### src/rtl/traffic_intersection_pkg.sv
// Shared types, limits and helpers for the N-approach intersection controller.
package traffic_intersection_pkg;

  localparam int unsigned MAX_DIRS  = 8;
  localparam int unsigned CNT_W_DEF = 16;

  typedef logic [CNT_W_DEF-1:0] count_width_t;

  // One-hot so that corrupted state codes are detectable.
  typedef enum logic [3:0] {
    ALL_RED = 4'b0001,
    GREEN   = 4'b0010,
    YELLOW  = 4'b0100,
    FLASH   = 4'b1000
  } intersection_state_t;

  function automatic int unsigned dir_idx_w(input int unsigned n);
    return (n > 1) ? $clog2(n) : 1;
  endfunction

endpackage

### src/rtl/traffic_intersection_rr_picker.sv
// Round-robin search: first requesting direction after i_ptr, wrapping back to i_ptr.
module traffic_rr_picker
  import traffic_intersection_pkg::*;
#(
  parameter int unsigned NUM_DIRS = 4,
  parameter int unsigned IDX_W    = dir_idx_w(NUM_DIRS)
) (
  input  logic [IDX_W-1:0]    i_ptr,
  input  logic [NUM_DIRS-1:0] i_req,
  output logic                o_hit_c,
  output logic [IDX_W-1:0]    o_idx_c
);

  always_comb begin
    int unsigned w_cand;
    o_hit_c = 1'b0;
    o_idx_c = '0;
    w_cand  = 0;
    for (int unsigned k = 1; k <= NUM_DIRS; k++) begin
      w_cand = (32'(i_ptr) + k) % NUM_DIRS;
      if (!o_hit_c && i_req[IDX_W'(w_cand)]) begin
        o_hit_c = 1'b1;
        o_idx_c = IDX_W'(w_cand);
      end
    end
  end

endmodule

### src/rtl/traffic_intersection.sv
// N-approach round-robin intersection controller with pedestrian walk phase,
// all-red clearance, maintenance flash mode and a sticky illegal-state flag.
module traffic_intersection
  import traffic_intersection_pkg::*;
#(
  parameter int unsigned NUM_DIRS          = 4,
  parameter int unsigned NUM_CYCLES_GREEN  = 10,
  parameter int unsigned NUM_CYCLES_YELLOW = 2,
  parameter int unsigned NUM_CYCLES_ALLRED = 1,
  parameter int unsigned NUM_CYCLES_WALK   = 6,
  parameter int unsigned FLASH_HALF_PERIOD = 4,
  parameter int unsigned CNT_W             = 16
) (
  input  logic                        clk_i,
  input  logic                        rst_i,
  input  logic                        flash_mode_i,
  input  logic [NUM_DIRS-1:0]         demand_i,
  input  logic [NUM_DIRS-1:0]         ped_req_i,
  output logic [NUM_DIRS-1:0]         red_o,
  output logic [NUM_DIRS-1:0]         yellow_o,
  output logic [NUM_DIRS-1:0]         green_o,
  output logic [NUM_DIRS-1:0]         walk_o,
  output logic [$clog2(NUM_DIRS)-1:0] active_dir_o,
  output logic [NUM_DIRS-1:0]         ped_pending_o,
  output logic                        bad_state_o
);

  localparam int unsigned     DIR_W   = dir_idx_w(NUM_DIRS);
  localparam longint unsigned CNT_LIM = 64'd1 << CNT_W;

  if (NUM_DIRS < 2 || NUM_DIRS > MAX_DIRS) begin : g_err_dirs
    $error("NUM_DIRS must be within 2..8");
  end
  if (NUM_CYCLES_GREEN < 1 || NUM_CYCLES_YELLOW < 1 || NUM_CYCLES_ALLRED < 1 ||
      NUM_CYCLES_WALK < 1 || FLASH_HALF_PERIOD < 1) begin : g_err_zero
    $error("every duration must be at least 1 cycle");
  end
  if (64'(NUM_CYCLES_GREEN) >= CNT_LIM || 64'(NUM_CYCLES_YELLOW) >= CNT_LIM ||
      64'(NUM_CYCLES_ALLRED) >= CNT_LIM || 64'(NUM_CYCLES_WALK) >= CNT_LIM ||
      64'(FLASH_HALF_PERIOD) >= CNT_LIM) begin : g_err_wide
    $error("a duration does not fit in CNT_W bits");
  end
  if (NUM_CYCLES_WALK > NUM_CYCLES_GREEN) begin : g_err_walk
    $error("NUM_CYCLES_WALK must not exceed NUM_CYCLES_GREEN");
  end

  localparam logic [CNT_W-1:0] GREEN_T  = CNT_W'(NUM_CYCLES_GREEN - 1);
  localparam logic [CNT_W-1:0] YELLOW_T = CNT_W'(NUM_CYCLES_YELLOW - 1);
  localparam logic [CNT_W-1:0] ALLRED_T = CNT_W'(NUM_CYCLES_ALLRED - 1);
  localparam logic [CNT_W-1:0] FLASH_T  = CNT_W'(FLASH_HALF_PERIOD - 1);
  localparam logic [CNT_W-1:0] WALK_N   = CNT_W'(NUM_CYCLES_WALK);

  intersection_state_t r_state, w_state_nxt;
  logic [CNT_W-1:0]    r_cnt, w_cnt_nxt;
  logic [DIR_W-1:0]    r_ptr, w_ptr_nxt;
  logic                r_grant, w_grant_nxt;
  logic                r_flash_on, w_flash_on_nxt;
  logic                r_bad, w_bad_nxt;
  logic [NUM_DIRS-1:0] r_ped, w_ped_nxt;
  logic [NUM_DIRS-1:0] r_red, r_yellow, r_green, r_walk;
  logic [NUM_DIRS-1:0] w_red_nxt, w_yellow_nxt, w_green_nxt, w_walk_nxt;
  logic                w_hit;
  logic [DIR_W-1:0]    w_pick;

  traffic_rr_picker #(.NUM_DIRS(NUM_DIRS), .IDX_W(DIR_W)) u_picker (
    .i_ptr   (r_ptr),
    .i_req   (demand_i | r_ped),
    .o_hit_c (w_hit),
    .o_idx_c (w_pick)
  );

  // State register; lamp outputs are registered from the next-state decode.
  always_ff @(posedge clk_i) begin
    if (rst_i) begin
      r_state    <= ALL_RED;
      r_cnt      <= '0;
      r_ptr      <= DIR_W'(NUM_DIRS - 1);
      r_grant    <= 1'b0;
      r_flash_on <= 1'b0;
      r_bad      <= 1'b0;
      r_ped      <= '0;
      r_red      <= '1;
      r_yellow   <= '0;
      r_green    <= '0;
      r_walk     <= '0;
    end else begin
      r_state    <= w_state_nxt;
      r_cnt      <= w_cnt_nxt;
      r_ptr      <= w_ptr_nxt;
      r_grant    <= w_grant_nxt;
      r_flash_on <= w_flash_on_nxt;
      r_bad      <= w_bad_nxt;
      r_ped      <= w_ped_nxt;
      r_red      <= w_red_nxt;
      r_yellow   <= w_yellow_nxt;
      r_green    <= w_green_nxt;
      r_walk     <= w_walk_nxt;
    end
  end

  // Next-state; a count past its terminal value is treated like a bad encoding.
  always_comb begin
    w_state_nxt    = r_state;
    w_cnt_nxt      = r_cnt + CNT_W'(1);
    w_ptr_nxt      = r_ptr;
    w_grant_nxt    = r_grant;
    w_flash_on_nxt = r_flash_on;
    w_bad_nxt      = r_bad;
    w_ped_nxt      = r_ped;
    unique case (r_state)
      ALL_RED: begin
        if (r_cnt > ALLRED_T) begin
          w_state_nxt = ALL_RED;
          w_cnt_nxt   = '0;
          w_bad_nxt   = 1'b1;
        end else if (r_cnt == ALLRED_T) begin
          w_cnt_nxt = r_cnt;
          if (flash_mode_i) begin
            w_state_nxt    = FLASH;
            w_cnt_nxt      = '0;
            w_flash_on_nxt = 1'b1;
          end else if (w_hit) begin
            w_state_nxt       = GREEN;
            w_cnt_nxt         = '0;
            w_ptr_nxt         = w_pick;
            w_grant_nxt       = r_ped[w_pick];
            w_ped_nxt[w_pick] = 1'b0;
          end
        end
      end
      GREEN: begin
        if (r_cnt > GREEN_T) begin
          w_state_nxt = ALL_RED;
          w_cnt_nxt   = '0;
          w_bad_nxt   = 1'b1;
        end else if (flash_mode_i || r_cnt == GREEN_T) begin
          w_state_nxt = YELLOW;
          w_cnt_nxt   = '0;
        end
      end
      YELLOW: begin
        if (r_cnt > YELLOW_T) begin
          w_state_nxt = ALL_RED;
          w_cnt_nxt   = '0;
          w_bad_nxt   = 1'b1;
        end else if (r_cnt == YELLOW_T) begin
          w_state_nxt = ALL_RED;
          w_cnt_nxt   = '0;
        end
      end
      FLASH: begin
        if (r_cnt > FLASH_T) begin
          w_state_nxt = ALL_RED;
          w_cnt_nxt   = '0;
          w_bad_nxt   = 1'b1;
        end else if (!flash_mode_i) begin
          w_state_nxt = ALL_RED;
          w_cnt_nxt   = '0;
        end else if (r_cnt == FLASH_T) begin
          w_cnt_nxt      = '0;
          w_flash_on_nxt = !r_flash_on;
        end
      end
      default: begin
        w_state_nxt = ALL_RED;
        w_cnt_nxt   = '0;
        w_bad_nxt   = 1'b1;
      end
    endcase
    // New button presses win over the grant-time clear.
    w_ped_nxt = w_ped_nxt | ped_req_i;
  end

  // Lamp decode of the upcoming state.
  always_comb begin
    w_red_nxt    = '1;
    w_yellow_nxt = '0;
    w_green_nxt  = '0;
    w_walk_nxt   = '0;
    case (w_state_nxt)
      GREEN: begin
        w_red_nxt[w_ptr_nxt]   = 1'b0;
        w_green_nxt[w_ptr_nxt] = 1'b1;
        w_walk_nxt[w_ptr_nxt]  = w_grant_nxt && (w_cnt_nxt < WALK_N);
      end
      YELLOW: begin
        w_red_nxt[w_ptr_nxt]    = 1'b0;
        w_yellow_nxt[w_ptr_nxt] = 1'b1;
      end
      FLASH: begin
        w_red_nxt    = '0;
        w_yellow_nxt = {NUM_DIRS{w_flash_on_nxt}};
      end
      default: ;
    endcase
  end

  assign red_o         = r_red;
  assign yellow_o      = r_yellow;
  assign green_o       = r_green;
  assign walk_o        = r_walk;
  assign active_dir_o  = r_ptr;
  assign ped_pending_o = r_ped;
  assign bad_state_o   = r_bad;

endmodule

### config.mk
export PLATFORM = sky130hd
export DESIGN_NAME = traffic_intersection
export DESIGN_NICKNAME = d
export VERILOG_FILES = /design/src/rtl/traffic_intersection_pkg.sv /design/src/rtl/traffic_intersection_rr_picker.sv /design/src/rtl/traffic_intersection.sv
export SDC_FILE = /design/constraint.sdc
export NUM_CORES = 1
export LEC_CHECK = 0
export BUFFER_PORTS_ARGS = -buffer_cell sky130_fd_sc_hd__buf_2
export CAP_MARGIN = 30
export CORE_AREA = 2 2 85 55
export CTS_BUF_LIST = sky130_fd_sc_hd__clkbuf_16
export CTS_CLUSTER_SIZE = 20
export DETAILED_ROUTE_END_ITERATION = 12
export DIE_AREA = 0 0 87 57
export GPL_TIMING_DRIVEN = 1
export PLACE_DENSITY_LB_ADDON = 0.25
export SYNTH_ARGS = -nofsm -noshare
export SYNTH_HDL_FRONTEND = slang
export SYNTH_SLANG_ARGS = --single-unit
### constraint.sdc
create_clock -name clk_i -period 4.3 [get_ports clk_i]
set_clock_uncertainty 0.1 [all_clocks]
set_input_delay 0.215 -clock clk_i [delete_from_list [all_inputs] [get_ports clk_i]]
set_output_delay 0.215 -clock clk_i [all_outputs]
set_load 0.02 [all_outputs]
Yosys cells after proc, flatten, opt, wreduce, memory -nomap -nowiden
Cells that the tools add are included.
{"block": "totals", "latch_bits": 0, "n_memories": 0, "output_inout_bits": 23, "romBits": 0, "register_bits": 45, "ramBits": 0, "input_bits": 11}
{"block": "op_classes", "n_reduce_logical": 15, "muxes": 74, "eq_ne": 14, "multipliers": 0, "n_div": 0, "add_sub_neg": 5, "magnitude_cmp": 13, "n_bitwise": 7, "shifts": 0}
{"op": "2-to-1 mux 16 bit", "count": 11}
{"op": "one-hot mux 16 bit (4 select lines)", "count": 1}
{"op": "2-to-1 mux 4 bit", "count": 15}
{"op": "> comparator 16 x 1 -> 1 bit (second input constant)", "count": 2}
{"op": "2-to-1 mux 1 bit", "count": 26}
{"op": "less-than comparator 2 x 3 -> 1 bit (second input constant)", "count": 6}
{"op": "2-to-1 mux 2 bit", "count": 9}
{"op": "adder 16 x 1 -> 16 bit (second input constant)", "count": 1}
{"op": "== test 16 x 1 -> 1 bit (second input constant)", "count": 1}
{"op": "== test 16 x 2 -> 1 bit (second input constant)", "count": 1}
{"op": "== test 16 x 4 -> 1 bit (second input constant)", "count": 1}
{"op": "> comparator 16 x 2 -> 1 bit (second input constant)", "count": 1}
{"op": "> comparator 16 x 4 -> 1 bit (second input constant)", "count": 1}
{"op": "logical NOT 16 bit", "count": 1}
{"op": "less-than comparator 16 x 3 -> 1 bit (second input constant)", "count": 1}
{"op": "one-hot mux 4 bit (2 select lines)", "count": 2}
{"op": "one-hot mux 4 bit (4 select lines)", "count": 1}
{"op": "binary-select mux 1 bit (select 2 bit)", "count": 5}
{"op": "AND 4 bit", "count": 2}
{"op": "== test 4 x 2 -> 1 bit (second input constant)", "count": 2}
{"op": "== test 4 x 3 -> 1 bit (second input constant)", "count": 2}
{"op": "== test 4 bit (second input constant)", "count": 2}
{"op": "inequality test 2 bit (second input constant)", "count": 4}
{"op": "NOT 4 bit", "count": 2}
{"op": "14 further kinds", "count": 28}

Depth between registers and ports, before layout
Gate-level depths: netlist of the first run.
{"block": "logic_depth", "depth_word": 25, "mapped_depth": 9, "mapped_depth_nobuf": 8}

Modules after synthesis
A second synthesis of the first run with hierarchy kept.
{"block": "hier_totals", "cells_unflattened": 206, "hier_area_um2": 1949.4}
{"module": "traffic_intersection", "cells_each": 192, "n_inst": 1, "area_each_um2": 1858.0}
{"module": "traffic_rr_picker", "cells_each": 14, "n_inst": 1, "area_each_um2": 91.3}

Worst setup path after synthesis of the first run
OpenSTA, ideal clock, no wires.
{"block": "synth_timing", "path_type": "reg-to-reg", "from": "register r_cnt[12]", "to": "register r_yellow[1] (netlist: yellow_o[1])", "n_path_buf": 0, "path_stages_with_launch": 7, "arrival_ps": 2182, "required_ps": 4086, "path_slack_ps": 1904, "path_cell_list": "dfxtp_1 -> or4_4 -> nor4b_4 -> nor4b_4 -> mux2_2 -> and2_1 -> a21o_1"}
{"block": "synth_via", "elab_chain_cells": 9, "elab_cells_between_ends": 34, "cone_classes": "order compare (6); eq/ne (5); mux (20); reduce/logical (3)"}
{"item": "start: declaration", "line": "traffic_intersection.sv:54", "text": "logic [CNT_W-1:0] r_cnt, w_cnt_nxt;"}
{"item": "start signal: assignment", "line": "traffic_intersection.sv:88", "text": "r_cnt <= w_cnt_nxt;"}
{"item": "parallel branches: the longest is 8 deep, another holds > comparator 16 x 1 -> 1 bit"}
{"item": "one-hot mux 4 bit (2 select lines) (*)", "line": "traffic_intersection.sv:180", "text": "case (w_state_nxt)"}
{"item": "end signal: assignment", "line": "traffic_intersection.sv:95", "text": "r_yellow <= w_yellow_nxt;"}
{"item": "end: declaration", "line": "traffic_intersection.sv:60", "text": "logic [NUM_DIRS-1:0] r_red, r_yellow, r_green, r_walk;"}
Mark *: on every way between the ends.
A chain may end at the register's enable or synchronous reset.

Worst setup path in the final report of the first run
Same ends and word-level chain as after synthesis.

==> impl_metrics.csv, run 1 <==
group,metric,value,unit
run_status,outcome,"completed",
sta,worstMarginPinSlew,0.712,ns
hold_path,type_of_the_most_critical_hold_path,"in2reg",
grt,grt.overflow.total,0,
clock_tree,clkLatencyLatePin,0.28,ns
clock_tree,clock_sink_count,45,
floorplan,ioPinCount,34,
critical_path,worst_r2r_endpoint,"yellow_o[1]$_SDFF_PP0_",
synthesis,synthXorXnorAreaFrac,0.0124,
synthesis,synth_edf_count,0,
synthesis,synth_cell_type_count,62,
clock_tree,count_of_cells_resized_by_post_cts_repair,0,
critical_path,arrival,2.78,ns
layout,top_library_cells_by_usage_in_the_layout_fill_and_taps_aside,"sky130_fd_sc_hd__dfxtp_1 (45), sky130_fd_sc_hd__buf_2 (33), sky130_fd_sc_hd__nor2_1 (21), sky130_fd_sc_hd__a21oi_1 (20), sky130_fd_sc_hd__conb_1 (12)",
layout,most_common_cell_after_layout_fill_and_taps_aside,"sky130_fd_sc_hd__dfxtp_1",
critical_path,critical_path.max_fanout,11,
synthesis,post_synth_mux_area_share,0.0165,
placement,portBuffers,33,
sta,totalNegativeSetupSlack,0,ns
sta,timing.final.setup_violations,0,
clock_tree,cts_hold_repair.buffers,0,
layout,ratio_of_cells_with_drive_above_1_in_the_final_layout,0.221,
clock_tree,clock_tree.root_cell,"sky130_fd_sc_hd__clkbuf_16",
route,wl_per_cell,14.1,microns
route,finalWirelength,4620,microns
clock_tree,clk_pin_slew_worst_paths,0.06,ns
sta,timing_max_transition_violations_final,0,
sta,finalCritPeriodShare,0.629,
hold_path,min_from,"ped_req_i[0]",
hold_path,hold_path_end,"ped_pending_o[0]$_SDFF_PP0_",
critical_path,timing.reg2reg.setup_slack,1.60,ns
clock_tree,ctsLongestPathBuffers,2,
critical_path,start_kind,"flop",
layout,final_core_util,0.591,
floorplan,floorplan_die_height,57,microns
synthesis,synth_area,0.00212,sq mm
synthesis,largest_family_of_logic_cells_by_synthesized_area,"simple AND/OR/NAND/NOR gates",
synthesis,yosysWarnings,0,
floorplan,floorplan.initialDensity,0.499,
layout,final_design_area_no_fill,0.00251,sq mm
synthesis,synth_compound_gate_area_share,0.219,
synthesis,synth.top_cells.by_area,"sky130_fd_sc_hd__dfxtp_1 (42%), sky130_fd_sc_hd__a21oi_1 (4.7%), sky130_fd_sc_hd__nor2_1 (3.7%), sky130_fd_sc_hd__nor4b_4 (2.2%), sky130_fd_sc_hd__nand2b_1 (2.1%)",
critical_path,crit-reg2reg-launch,"r_cnt[12]$_SDFF_PP0_",
run,max_cap_viol_count,0,
route,route.detailed.vias_per_inst,5.66,
grt,grt_first_pass_wirelength,7670,microns
sta,slew-limit-headroom,0.518,
clock_tree,post_cts.repair.setup_buffers,0,
critical_path,endpoint_kind,"flop",
route,postRouteAntennaNets,0,
power,leakagePower,1.03,nW
floorplan,core_region_area,0.00426,sq mm
power,vdd.ir_drop.worst,0.000262,V
layout,n_antenna_cell,0,
synthesis,share_of_the_yosys_chip_area_belonging_to_registers,0.425,
synthesis,synthCells,232,
grt,antenna_found_initial,0,
critical_path,crit_type,"reg2reg",
layout,count_of_nets_after_finishing,289,
synthesis,ys_ff_latch,45,
synthesis,avgSynthCellArea,9.15,sq um
placement,gpl.final_weighted_congestion,0.923,
route,detail_route.first_pass.iterations,4,
synthesis,synth_simple_gate_area_frac,0.269,
grt,groute.usage.overall,0.197,
synthesis,synth_adder_area_share,0.0177,
clock_tree,tritoncts,"done",
synthesis,synth.top_cell.area_share,0.425,
floorplan,num_rows,19,
placement,dpl_cell_area,0.00237,sq mm
route,num_vias,1855,
grt,grt_pass1_vias,1611,
synthesis,synth_ff_type,"sky130_fd_sc_hd__dfxtp_1",
layout,flow.area_growth_from_synthesis,18.5,%
hold_path,worst_hold_path.num_cells,3,
placement,place_hpwl,3370,microns
route,detail_route.drc_violations,0,
grt,grt_start_max_net_pins,22,
sta,max_clock_freq,370,MHz
sta,layout_min_cycle_time,2.70,ns
clock_tree,cts_htree_levels,2,
sta,hold_viol,0,
critical_path,reg2regPathDepth,7,
floorplan,die_x,87,microns
sta,setup_repair_after_global_routing_missed_its_margin,"false",
floorplan,die_area,0.00496,sq mm
route,initialDrtViolationCount,121,
power,power-per-cell-area,340,mW/mm^2
synthesis,leading_area_contributor_after_synthesis,"sky130_fd_sc_hd__dfxtp_1",
clock_tree,cts_inserted_buffers,5,
synthesis,ys_async_sr_fraction,0,
critical_path,cp_data_required_time,4.38,ns
==> layer usage <==
| metal | track usage | up-vias | wire [microns] |
|---|---|---|---|
| li1 | - | 938 | - |
| met1 | 0.298 | 842 | 2350 |
| met2 | 0.285 | 67 | 1920 |
| met3 | 0.0478 | 8 | 321 |
| met4 | 0.0402 | 0 | 34 |
| met5 | 0 | - | 0 |
==> per-stage QoR <==
step                setup slack [ns]  total power, mW  hold slack (ns)  std cells
floorplan                       1.90            0.469            0.232        243
global placement                1.68            0.485            0.326        320
detailed placement              1.63            0.485            0.327        320
CTS                             1.59            0.858           0.0378        328
global route                    1.44            0.885           0.0518        328
finish                          1.60            0.854           0.0377        328
==> critical path: stages (launching register included) <==
cell                      delay, ns
sky130_fd_sc_hd__dfxtp_1       0.30
sky130_fd_sc_hd__or4_4         0.57
sky130_fd_sc_hd__nor4b_4       0.28
sky130_fd_sc_hd__buf_4         0.21
sky130_fd_sc_hd__nor4b_4       0.37
sky130_fd_sc_hd__mux2_2        0.42
sky130_fd_sc_hd__and2_1        0.18
sky130_fd_sc_hd__a21o_1        0.17
==> cell families (layout without fill, tap and decap cells) <==
logic type	Yosys count	in the layout
xor+xnor	3	3
buf+inv	21	54
mux	3	3
other cells	1	12
fa+ha+maj	3	3
simple gates	90	90
compound gates	66	66
flops	45	45
==> Yosys cell counts, types with 5 or more instances <==
library cell and number:
sky130_fd_sc_hd__dfxtp_1 45, sky130_fd_sc_hd__nor2_1 21, sky130_fd_sc_hd__a21oi_1 20, sky130_fd_sc_hd__inv_1 11
sky130_fd_sc_hd__nand2_1 10, sky130_fd_sc_hd__clkbuf_1 9, sky130_fd_sc_hd__nand2b_1 7, sky130_fd_sc_hd__nor3_1 7
sky130_fd_sc_hd__a21o_1 5, sky130_fd_sc_hd__a31oi_1 5, sky130_fd_sc_hd__nand3_1 5, sky130_fd_sc_hd__nor4_1 5
==> worst max-delay path by stage <==
stage                                    start  cells after the start                      to
after floorplan           r_cnt[12]$_SDFF_PP0_                      6  yellow_o[1]$_SDFF_PP0_
after global placement    r_cnt[14]$_SDFF_PP0_                      7  yellow_o[1]$_SDFF_PP0_
after detailed placement  r_cnt[12]$_SDFF_PP0_                      7  yellow_o[1]$_SDFF_PP0_
after CTS                 r_cnt[12]$_SDFF_PP0_                      7  yellow_o[1]$_SDFF_PP0_
after global routing      r_cnt[14]$_SDFF_PP0_                      7  yellow_o[3]$_SDFF_PP0_
final                     r_cnt[12]$_SDFF_PP0_                      7  yellow_o[1]$_SDFF_PP0_
==> flip-flops by register name (all words and copies together), names as in the netlist <==
name           cells
r_grant            1
r_state            4
red_o              4
walk_o             4
r_cnt             16
green_o            4
ped_pending_o      4
active_dir_o       2
yellow_o           4
r_flash_on         1
bad_state_o        1
==> layout make-up <==
class / count / area (sq um)
clock buffers: 5 / 125
clock inverters: 3 / 21.3
fillers: 382 / 1740
inverters: 11 / 41.3
multi-input cells: 177 / 1180
flip-flops and latches: 45 / 901
well taps: 52 / 65.1
repair buffers: 35 / 180
==> where the power goes <==
group	switching [mW]	internal [mW]	leakage, nW
logic	0.0279	0.0155	0.593
clock network	0.162	0.216	0.0702
registers	0.00679	0.426	0.369
total	0.196	0.658	1.03
No activity file was read; power rests on OpenSTA's default activity.
==> run 2, diff against run 1 <==
CORE_AREA = 2 2 88 56   (was 2 2 85 55)
DIE_AREA = 0 0 90 58   (was 0 0 87 57)
clock period = 2.47 ns   (was 4.3 ns; I/O delays follow)
==> impl_metrics.csv, run 2 (synthesis results as in run 1) <==
group,metric,value,unit
run_status,outcome,"completed",
route,initialDrtViolationCount,100,
sta,hold_viol,0,
critical_path,critical_path.max_fanout,6,
grt,antenna_found_initial,0,
layout,count_of_nets_after_finishing,317,
grt,grt_first_pass_wirelength,8800,microns
route,postRouteAntennaNets,0,
route,detail_route.first_pass.iterations,5,
power,vdd.ir_drop.worst,0.000511,V
route,finalWirelength,5470,microns
sta,layout_min_cycle_time,2.43,ns
layout,top_library_cells_by_usage_in_the_layout_fill_and_taps_aside,"sky130_fd_sc_hd__dfxtp_1 (44), sky130_fd_sc_hd__buf_2 (33), sky130_fd_sc_hd__buf_4 (25), sky130_fd_sc_hd__nor2_1 (21), sky130_fd_sc_hd__a21oi_1 (19)",
clock_tree,clock_tree.root_cell,"sky130_fd_sc_hd__clkbuf_16",
route,num_vias,2017,
floorplan,ioPinCount,34,
clock_tree,cts_htree_levels,2,
critical_path,cp_data_required_time,2.52,ns
layout,n_fill_cell,403,
sta,final.hold.worst_slack,0.143,ns
sta,slew-limit-headroom,0.667,
clock_tree,ctsLongestPathBuffers,2,
grt,groute.usage.overall,0.214,
power,power-per-cell-area,534,mW/mm^2
layout,number_of_flip_flops_under_the_largest_register_name,16,
layout,multi_input_area,0.00124,sq mm
clock_tree,tritoncts,"done",
hold_path,type_of_the_most_critical_hold_path,"in2reg",
layout,n_antenna_cell,0,
sta,max_clock_freq,412,MHz
sta,worstMarginPinSlew,0.498,ns
sta,finalCritPeriodShare,0.982,
grt,grt_pass1_vias,1828,
grt,grt.overflow.total,0,
placement,dp_cell_count,353,
layout,final-seq-area,902,sq um
layout,layout.cells.non_filler,367,
placement,portBuffers,33,
run,max_cap_viol_count,0,
layout,registers.top_by_ff_count,"r_cnt",
clock_tree,clock_sink_count,45,
layout,final_core_util,0.636,
clock_tree,clkLatencyLatePin,0.29,ns
placement,place_hpwl,3880,microns
floorplan,floorplan.initialDensity,0.480,
clock_tree,clk_pin_slew_worst_paths,0.07,ns
layout,most_common_cell_after_layout_fill_and_taps_aside,"sky130_fd_sc_hd__dfxtp_1",
route,wl_per_cell,14.9,microns
placement,gpl.final_weighted_congestion,0.871,
route,route.detailed.vias_per_inst,5.50,
sta,timing.final.setup_violations,0,
sta,timing_max_transition_violations_final,0,
clock_tree,cts_inserted_buffers,5,
floorplan,die_x,90,microns
power,leakagePower,1.19,nW
floorplan,core_region_area,0.00442,sq mm
critical_path,arrival,2.48,ns
floorplan,die_area,0.00522,sq mm
critical_path,endpoint_kind,"flop",
route,detail_route.drc_violations,0,
sta,setup_repair_after_global_routing_missed_its_margin,"true",
layout,final_design_area_no_fill,0.00281,sq mm
layout,ratio_of_cells_with_drive_above_1_in_the_final_layout,0.309,
grt,grt_start_max_net_pins,22,
placement,dpl_cell_area,0.00255,sq mm
sta,totalNegativeSetupSlack,0,ns
critical_path,start_kind,"flop",
layout,flow.area_growth_from_synthesis,32.5,%
critical_path,crit_type,"reg2reg",
floorplan,floorplan_die_height,58,microns
floorplan,num_rows,19,
run 2: cell count changes in the layout (fill, tap and decap cells not counted), sizes merged:
cell and delta:
dlygate4sd3 +4, buf +24
run 2: worst paths after layout:
check / start / slack [ns] / depth (start not counted) / endpoint
max reg2reg: ped_pending_o[1]$_SDFF_PP0_ / 0.04 / 7 / walk_o[1]$_SDFF_PP0_
min: rst_i / 0.14 / 2 / ped_pending_o[1]$_SDFF_PP0_
max: ped_pending_o[1]$_SDFF_PP0_ / 0.04 / 7 / walk_o[1]$_SDFF_PP0_
min reg2reg: r_grant$_SDFF_PP0_ / 0.36 / 2 / r_grant$_SDFF_PP0_
run 2: metrics by stage:
| stage | power [mW] | setup slack [ns] |
|---|---|---|
| 6_report | 1.50 | 0.0432 |
| 5_1_grt | 1.57 | -0.0253 |
| 4_1_cts | 1.51 | 0.00276 |
| 3_5_place_dp | 0.850 | 0.0526 |
| 3_3_place_gp | 0.848 | 0.0580 |
| 2_1_floorplan | 0.816 | 0.0743 |
run 2: per-layer routing:
layer | vias up | GRT usage | wire (microns)
li1 | 992 | - | -
met1 | 959 | 0.305 | 2770
met2 | 58 | 0.335 | 2350
met3 | 8 | 0.0455 | 295
met4 | 0 | 0.0571 | 51
met5 | - | 0 | 0
run 2: worst max-delay path: stages (launching register included):
cell and delay, ns:
sky130_fd_sc_hd__dfxtp_1 0.31, sky130_fd_sc_hd__or4_1 0.60, sky130_fd_sc_hd__buf_4 0.20, sky130_fd_sc_hd__a32oi_1 0.19, sky130_fd_sc_hd__o311ai_2 0.22, sky130_fd_sc_hd__a221o_1 0.33
sky130_fd_sc_hd__nand4b_1 0.23, sky130_fd_sc_hd__a21oi_1 0.11
run 2: cell type report:
type | instances | area share
multi-input cells | 177 | 0.441
flip-flops and latches | 45 | 0.321
repair buffers | 63 | 0.144
clock buffers | 5 | 0.0445
well taps | 63 | 0.0280
inverters | 11 | 0.0147
clock inverters | 3 | 0.00756
run 2: where the power goes:
| part | switching, mW | internal (mW) | total, mW | leakage (nW) |
|---|---|---|---|---|
| registers | 0.00933 | 0.742 | 0.751 | 0.369 |
| logic | 0.0575 | 0.0369 | 0.0944 | 0.747 |
| clock network | 0.282 | 0.376 | 0.658 | 0.0702 |
run 2: what timing repair did:
item,in CTS,in global routing
setup endpoints to repair,0,15
resized for setup,0,13
hold endpoints to repair,4,0
buffers inserted,0,2
hold buffers,4,0
